--- src/rtl/vga_pkg.sv ---
// Shared types for the VGA test-pattern path: scheduler states and pattern index.
package vga_pkg;

  localparam int unsigned NUM_PAT_DEF = 8;
  localparam int unsigned PAT_W_DEF   = 4;
  localparam int unsigned CNT_W_DEF   = 8;

  typedef enum logic [1:0] {
    IDLE   = 2'd0,
    RUN    = 2'd1,
    PAUSED = 2'd2
  } sched_state_e;

  typedef logic [PAT_W_DEF-1:0] pat_idx_t;

endpackage

--- src/rtl/vga_pattern_sched.sv ---
// Frame-synchronous test-pattern scheduler: auto-advance plus manual next/prev/pause,
// with every pattern change landing on a frame boundary.
module vga_pattern_sched
  import vga_pkg::*;
#(
  parameter int unsigned NUM_PAT = NUM_PAT_DEF,
  parameter int unsigned PAT_W   = PAT_W_DEF,
  parameter int unsigned CNT_W   = CNT_W_DEF
) (
  input  logic             vga_clk,
  input  logic             sys_rst,
  input  logic             frame_start,
  input  logic [CNT_W-1:0] hold_frames,
  input  logic             next_req,
  input  logic             prev_req,
  input  logic             pause_req,
  output logic [PAT_W-1:0] pat_sel,
  output logic             paused,
  output logic             switch_pulse,
  output logic [CNT_W-1:0] frame_cnt
);

  sched_state_e     state, state_n;
  logic             nxt_pend, prv_pend, pse_pend;
  logic             nxt_n, prv_n, pse_n;
  logic [PAT_W-1:0] pat_n, pat_inc, pat_dec;
  logic [CNT_W-1:0] cnt_n, hold_m1;
  logic             step;

  assign pat_inc = (pat_sel == PAT_W'(NUM_PAT - 1)) ? '0 : pat_sel + PAT_W'(1);
  assign pat_dec = (pat_sel == '0) ? PAT_W'(NUM_PAT - 1) : pat_sel - PAT_W'(1);
  assign hold_m1 = hold_frames - CNT_W'(1);
  assign step    = nxt_pend | prv_pend;

  // State, pattern, counter and request-latch registers
  always_ff @(posedge vga_clk) begin
    if (sys_rst) begin
      state        <= IDLE;
      pat_sel      <= '0;
      frame_cnt    <= '0;
      paused       <= 1'b0;
      switch_pulse <= 1'b0;
      nxt_pend     <= 1'b0;
      prv_pend     <= 1'b0;
      pse_pend     <= 1'b0;
    end else begin
      state        <= state_n;
      pat_sel      <= pat_n;
      frame_cnt    <= cnt_n;
      paused       <= (state_n == PAUSED);
      switch_pulse <= frame_start && (pat_n != pat_sel);
      nxt_pend     <= nxt_n;
      prv_pend     <= prv_n;
      pse_pend     <= pse_n;
    end
  end

  // Frame-boundary actions use the flags latched before this cycle; new requests
  // arriving now are folded in afterwards so they wait for the next frame_start.
  always_comb begin
    state_n = state;
    pat_n   = pat_sel;
    cnt_n   = frame_cnt;
    nxt_n   = nxt_pend;
    prv_n   = prv_pend;
    pse_n   = pse_pend;

    if (frame_start) begin
      if (nxt_pend)      pat_n = pat_inc;
      else if (prv_pend) pat_n = pat_dec;

      unique case (state)
        IDLE: begin
          state_n = RUN;
          cnt_n   = '0;
        end
        RUN: begin
          if (step) begin
            cnt_n = '0;
          end else if (!pse_pend) begin
            if (hold_frames == '0) begin
              if (frame_cnt != '1) cnt_n = frame_cnt + CNT_W'(1);
            end else if (frame_cnt >= hold_m1) begin
              pat_n = pat_inc;
              cnt_n = '0;
            end else begin
              cnt_n = frame_cnt + CNT_W'(1);
            end
          end
          if (pse_pend) state_n = PAUSED;
        end
        PAUSED: begin
          if (step || pse_pend) cnt_n = '0;
          if (pse_pend) state_n = RUN;
        end
        default: state_n = IDLE;
      endcase

      nxt_n = 1'b0;
      prv_n = 1'b0;
      // A pause request seen while IDLE is kept for the first running frame
      if (state != IDLE) pse_n = 1'b0;
    end

    if (next_req && prev_req) begin
      nxt_n = 1'b0;
      prv_n = 1'b0;
    end else if (next_req) begin
      nxt_n = 1'b1;
      prv_n = 1'b0;
    end else if (prev_req) begin
      prv_n = 1'b1;
      nxt_n = 1'b0;
    end
    if (pause_req) pse_n = ~pse_n;
  end

endmodule
--- config.mk ---
export PLATFORM = sky130hd
export DESIGN_NAME = vga_pattern_sched
export DESIGN_NICKNAME = d
export VERILOG_FILES = /design/src/rtl/vga_pkg.sv /design/src/rtl/vga_pattern_sched.sv
export SDC_FILE = /design/constraint.sdc
export NUM_CORES = 1
export LEC_CHECK = 0
export CELL_PAD_IN_SITES_DETAIL_PLACEMENT = 0
export CELL_PAD_IN_SITES_GLOBAL_PLACEMENT = 1
export CORE_MARGIN = 3
export CORE_UTILIZATION = 39
export CTS_CLUSTER_SIZE = 10
export DETAILED_ROUTE_END_ITERATION = 10
export GPL_ROUTABILITY_DRIVEN = 0
export PLACE_DENSITY = 0.79
export SYNTH_ARGS = -nofsm -noshare
export SYNTH_HDL_FRONTEND = slang
export SYNTH_SLANG_ARGS = --single-unit
--- constraint.sdc ---
create_clock -name vga_clk -period 3.85 [get_ports vga_clk]
set_input_delay 0.77 -clock vga_clk [delete_from_list [all_inputs] [get_ports vga_clk]]
set_output_delay 0.77 -clock vga_clk [all_outputs]
set_load 0.03 [all_outputs]
# After elaboration in Yosys (flattened, before gate mapping)
# Cells that the tools add are included.
# op_classes
n_addsub	4
reduce_logical	13
n_eq_ne	9
magnitude_cmp	1
bitwise_logic	2
muxes	28
# ops
cell	count
8-bit 2-to-1 mux	6
4-bit 2-to-1 mux	10
8-bit one-hot mux with 3 select lines	1
8-bit by 1-bit adder with 8-bit output, second input constant	1
8-bit greater-or-equal comparator	1
8-bit logical NOT	1
8-bit inequality test, second input constant	1
8-bit by 1-bit subtractor with 8-bit output, second input constant	1
1-bit 2-to-1 mux	7
2-bit 2-to-1 mux	3
2-bit one-hot mux with 3 select lines	1
3-bit nonzero test	2
5-bit AND reduction	1
4-bit by 1-bit adder with 4-bit output, second input constant	1
2-bit equality test, second input constant	2
4-bit by 3-bit equality test with 1-bit output, second input constant	1
4-bit logical NOT	1
4-bit inequality test	1
4-bit inequality test, second input constant	1
2-bit nonzero test	2
4-bit by 1-bit subtractor with 4-bit output, second input constant	1
3-bit inequality test, second input constant	1
3-bit OR reduction	1
2-bit by 1-bit equality test with 1-bit output, second input constant	1
7 further kinds	8
# totals
in_bits	14
out_inout_bits	14
regBits	19

# Longest topological paths before layout
# Gate-level depths: netlist (run 1).
# logic_depth
ltp_word	12
depth_mapped	10
mapped_depth_nobuf	10

# Worst setup path after synthesis (run 1)
# OpenSTA, ideal clock, no wires.
# synth_timing
path_kind	input to register
from	in hold_frames[0]
to	reg frame_cnt[5]
t_arrival_ps	2856
setup_slack_ps	891
path_stages	9
path_cell_list	nor3_1 -> nor3b_1 -> xnor2_1 -> ha_1 -> a211oi_1 -> nor2_1 -> a211oi_2 -> o21ai_0 -> a2111oi_2
# synth_via
elab_chain_cells	7
word_cells_on_any_way	10
# synth_rtl
item	line	source
from (decl)	vga_pattern_sched.sv:13	input logic [CNT_W-1:0] hold_frames,
8-bit by 1-bit subtractor with 8-bit output	vga_pattern_sched.sv:32	assign hold_m1 = hold_frames - CNT_W'(1);
8-bit greater-or-equal comparator	vga_pattern_sched.sv:83	end else if (frame_cnt >= hold_m1) begin
8-bit 2-to-1 mux	vga_pattern_sched.sv:83	
8-bit 2-to-1 mux	vga_pattern_sched.sv:81	if (hold_frames == '0) begin
8-bit 2-to-1 mux	vga_pattern_sched.sv:80	end else if (!pse_pend) begin
8-bit 2-to-1 mux	vga_pattern_sched.sv:78	if (step) begin
8-bit one-hot mux with 3 select lines	vga_pattern_sched.sv:72	unique case (state)
to (signal assigned)	vga_pattern_sched.sv:49	frame_cnt <= cnt_n;
to (decl)	vga_pattern_sched.sv:20	output logic [CNT_W-1:0] frame_cnt
# Parallel ways exist; a longest one is shown, timed or not. The select of a mux whose other input is x is not followed.
# A chain may end at the register's enable or synchronous reset.

# Worst setup path in the final report (run 1)
# layout_timing
from	in hold_frames[2]
to	reg frame_cnt[5]
# The elaborated chain is that of the path after synthesis.

==> flow_summary_export.csv, run 1 <==
group,metric,value,unit
status,status,"finished clean",
layout,drive_gt1_share,8.29,%
logic_synthesis,synth_area,0.00162,mm^2
hold_path,hp-start,"state[1]",
logic_synthesis,yosysMostFrequentCell,"dfxtp_1",
sta,finalCritPeriodShare,90.7,%
logic_synthesis,netlist_instances,192,
global_route,antenna_found_initial,0,
logic_synthesis,synthArstFlopShare,0,%
cts,cts_htree_levels,1,
sta,setup_viol,0,
pwr,cellLeakagePower,0.708,nW
floorplanning,coreArea,0.00383,mm^2
setup_path,cp-start-kind,"input pin",
layout,postLayoutCoreUtil,50.7,%
place,hpwl,3080,um
global_route,grt_max_degree,24,
global_route,grt_overflow,0,
setup_path,rrSetupSlack,1.40,ns
logic_synthesis,yosysTopAreaCellShare,23.5,%
setup_path,critical_path_arrival,3.64,ns
logic_synthesis,synth_mux_area_share,1.24,%
cts,path_clk_slew,0.07,ns
detailed_routing,drc,0,
setup_path,cp.depth,10,
logic_synthesis,yosys.area_share.adder,10.8,%
setup_path,cpMaxStageDelayCell,"clkdlybuf4s50_1",
hold_path,hold_class,"flip-flop to flip-flop",
cts,cts_sinks,19,
logic_synthesis,synth_edf_count,0,
logic_synthesis,synth_seq_cells,19,
sta,tns,0,ns
floorplanning,ios,28,
place,dp_cells,261,
sta,skew,0.00172,ns
cts,hold_buffers,0,
sta,max_clock_freq,0.286,GHz
detailed_routing,firstDrtPassIters,4,
layout,fin_nets,246,
run,drv_cap,0,
logic_synthesis,yosysWarnings,0,
layout,fin_cells,265,
logic_synthesis,syn_nets,220,
floorplanning,start_util,42.3,%
logic_synthesis,synth-main-ff-cell,"dfxtp_1",
logic_synthesis,synth_compound_area_share,26.4,%
setup_path,path_max_fanout,6,
detailed_routing,antenna_left,0,
detailed_routing,viasPerCell,5.95,
cts,insertion_delay,0.25,ns
place,place_area,0.00189,mm^2
pwr,ir_drop,0.118,mV
cts,cts_tree,"done",
layout,n_antenna_cell,0,
logic_synthesis,synth.distinct_cells,55,
logic_synthesis,synth-simple-area-share,25.7,%
cts,cts_buffers,3,
detailed_routing,drt_iter0_drc,50,
logic_synthesis,synth_area_leaders,"dfxtp_1 23%, ha_1 11%, nand2_1 3.5%, a21oi_1 3.4%, nor2_1 3.2%",
setup_path,cp.required,4.00,ns
logic_synthesis,synth_top_family_by_area,"compound AO/OA/AOI/OAI gates",
layout,design_area,0.00194,mm^2
setup_path,crit_buf_inv,1,
cts,clockBufferDepth,2,
sta,layout_setup_ws,0.358,ns
cts,post-cts-setup-buffers,0,
floorplanning,dieWidth,70.4,um
logic_synthesis,synth_common_cells,"19 x dfxtp_1, 15 x nand2_1, 14 x ha_1, 14 x nor2_1, 11 x a21oi_1",
setup_path,r2r-start,"frame_cnt[2]",
sta,slew_headroom,40.3,%
setup_path,critPathTopFamily,"compound AO/OA/AOI/OAI gates",
hold_path,holdPathStages,2,
setup_path,worstSetupEndpointType,"flip-flop",
sta,tightest_slew,0.892,ns
place,pre_cts_ws,0.0699,ns
layout,syn2layout_area_growth,19.7,%
logic_synthesis,synth_top_area_cell,"dfxtp_1",
detailed_routing,num_vias,1577,
setup_path,max_stage_delay,0.48,ns
global_route,grt_pass1_wl,7100,um
logic_synthesis,syn_area_per_cell,8.43,um^2
floorplanning,die_area,0.00496,mm^2
detailed_routing,wl_per_cell,15.4,um
setup_path,worstPathCellList,"clkdlybuf4s50_1, nor3_1, nor3b_1, xnor2_1, ha_1, a211oi_1, nor2_1, a211oi_2, o21ai_0, a2111oi_2",
setup_path,critical_path_class,"input pin to flip-flop",
sta,drv_slew,0,
hold_path,holdPathEnd,"state[1]",
floorplanning,std_cell_rows,22,
setup_path,worst-r2r-cell-count,6,
pwr,power_density,243,mW/mm^2
logic_synthesis,yosysSeqAreaShare,23.5,%
cts,cts_resized,0,
logic_synthesis,synth_xor_xnor_area_share,5.41,%
sta,hold_viol_final,0,
global_route,gr-usage-all-layers,17.1,%
sta,rsz0062_at_grt,"false",
cts,root_buffer,"clkbuf_8",
detailed_routing,drt-total-wl,4090,um
floorplanning,die_h,70.4,um
sta,finalCriticalPeriod,3.49,ns
global_route,grt_pass1_vias,1498,
place,io_buffers,27,
setup_path,r2r_end,"frame_cnt[5]",
-- power by group --
group / switching [mW] / total, mW / internal [mW]
sequential: 0.0128 / 0.216 / 0.203
clock: 0.0679 / 0.141 / 0.0735
combinational: 0.0630 / 0.113 / 0.0503
total: 0.144 / 0.470 / 0.327
-- registers in the layout (all words and copies together) (netlist names) --
signal / cells
frame_cnt: 8
pat_sel: 4
state: 2
nxt_pend: 1
paused: 1
prv_pend: 1
pse_pend: 1
switch_pulse: 1
-- worst min-delay path, stage by stage (launching register included) --
cell,delay (ns)
dfxtp_1,0.38
nand2_1,0.08
a21oi_1,0.05
-- worst max-delay path by stage --
stage               slack, ns           end           start
floorplan                0.89  frame_cnt[5]  hold_frames[0]
CTS                      0.32  frame_cnt[5]  hold_frames[2]
global placement         0.23  frame_cnt[5]  hold_frames[0]
global route             0.03  frame_cnt[7]  hold_frames[2]
finish                   0.36  frame_cnt[5]  hold_frames[2]
detailed placement       0.07  frame_cnt[5]  hold_frames[2]
-- stage by stage --
step | hold slack (ns) | power (mW)
3_5_place_dp | 0.532 | 0.333
6_report | 0.558 | 0.470
2_1_floorplan | 0.512 | 0.296
5_1_grt | 0.585 | 0.493
3_3_place_gp | 0.532 | 0.329
4_1_cts | 0.561 | 0.472
-- cells in the final DEF (no fill, tap or decap), types with 3 or more instances in the layout --
cell type | Yosys | final
clkdlybuf4s50_1 | 0 | 27
dfxtp_1 | 19 | 19
nand2_1 | 15 | 15
nor2_1 | 14 | 14
ha_1 | 14 | 14
a21oi_1 | 11 | 11
inv_1 | 10 | 10
o21ai_0 | 7 | 7
nand3_1 | 6 | 6
xnor2_1 | 6 | 6
nand4_1 | 6 | 6
o31ai_1 | 6 | 6
nor3_1 | 5 | 5
xor2_1 | 4 | 4
a211oi_1 | 4 | 4
a221oi_1 | 4 | 4
nor3b_1 | 3 | 3
or3_1 | 3 | 3
o2111ai_1 | 3 | 3
a21o_1 | 3 | 3
clkbuf_8 | 3 | 3
-- routing by layer --
metal / track usage, % / up-vias / share of wire (%)
met2: 27.0 / 39 / 47
met1: 23.9 / 752 / 47
met5: 0 / - / 0
met3: 2.59 / 4 / 4.9
met4: 5.11 / 0 / 0.83
li1: - / 782 / -
-- area by class of cell --
| type | instances | area, um^2 |
|---|---|---|
| repair buffers | 29 | 285 |
| flip-flops and latches | 19 | 380 |
| well taps | 48 | 60.1 |
| inverters | 11 | 41.3 |
| fillers | 355 | 1890 |
| multi-input cells | 154 | 1130 |
| clock buffers | 4 | 45.0 |
-- logic make-up (layout without fill, tap and decap cells) --
logic type                 after synthesis  in the layout
adders and majority gates               14             14
DFF                                     19             19
AOI/OAI and AO/OA                       57             57
xor gates and xnor gates                10             10
and+or+nand+nor                         71             71
muxes                                    2              2
buffers and inverters                   19             44
(Power assumes the default switching activity.)
==> run 2: changes to the inputs <==
--- a/config.mk
+++ b/config.mk
@@ -11,7 +11,6 @@
 export CORE_UTILIZATION = 39
 export CTS_CLUSTER_SIZE = 10
 export DETAILED_ROUTE_END_ITERATION = 10
-export GPL_ROUTABILITY_DRIVEN = 0
 export PLACE_DENSITY = 0.79
 export SYNTH_ARGS = -nofsm -noshare
 export SYNTH_HDL_FRONTEND = slang
==> results of run 2 <==
Same layout as run 1: the final DEF is identical, and so are final timing and power.
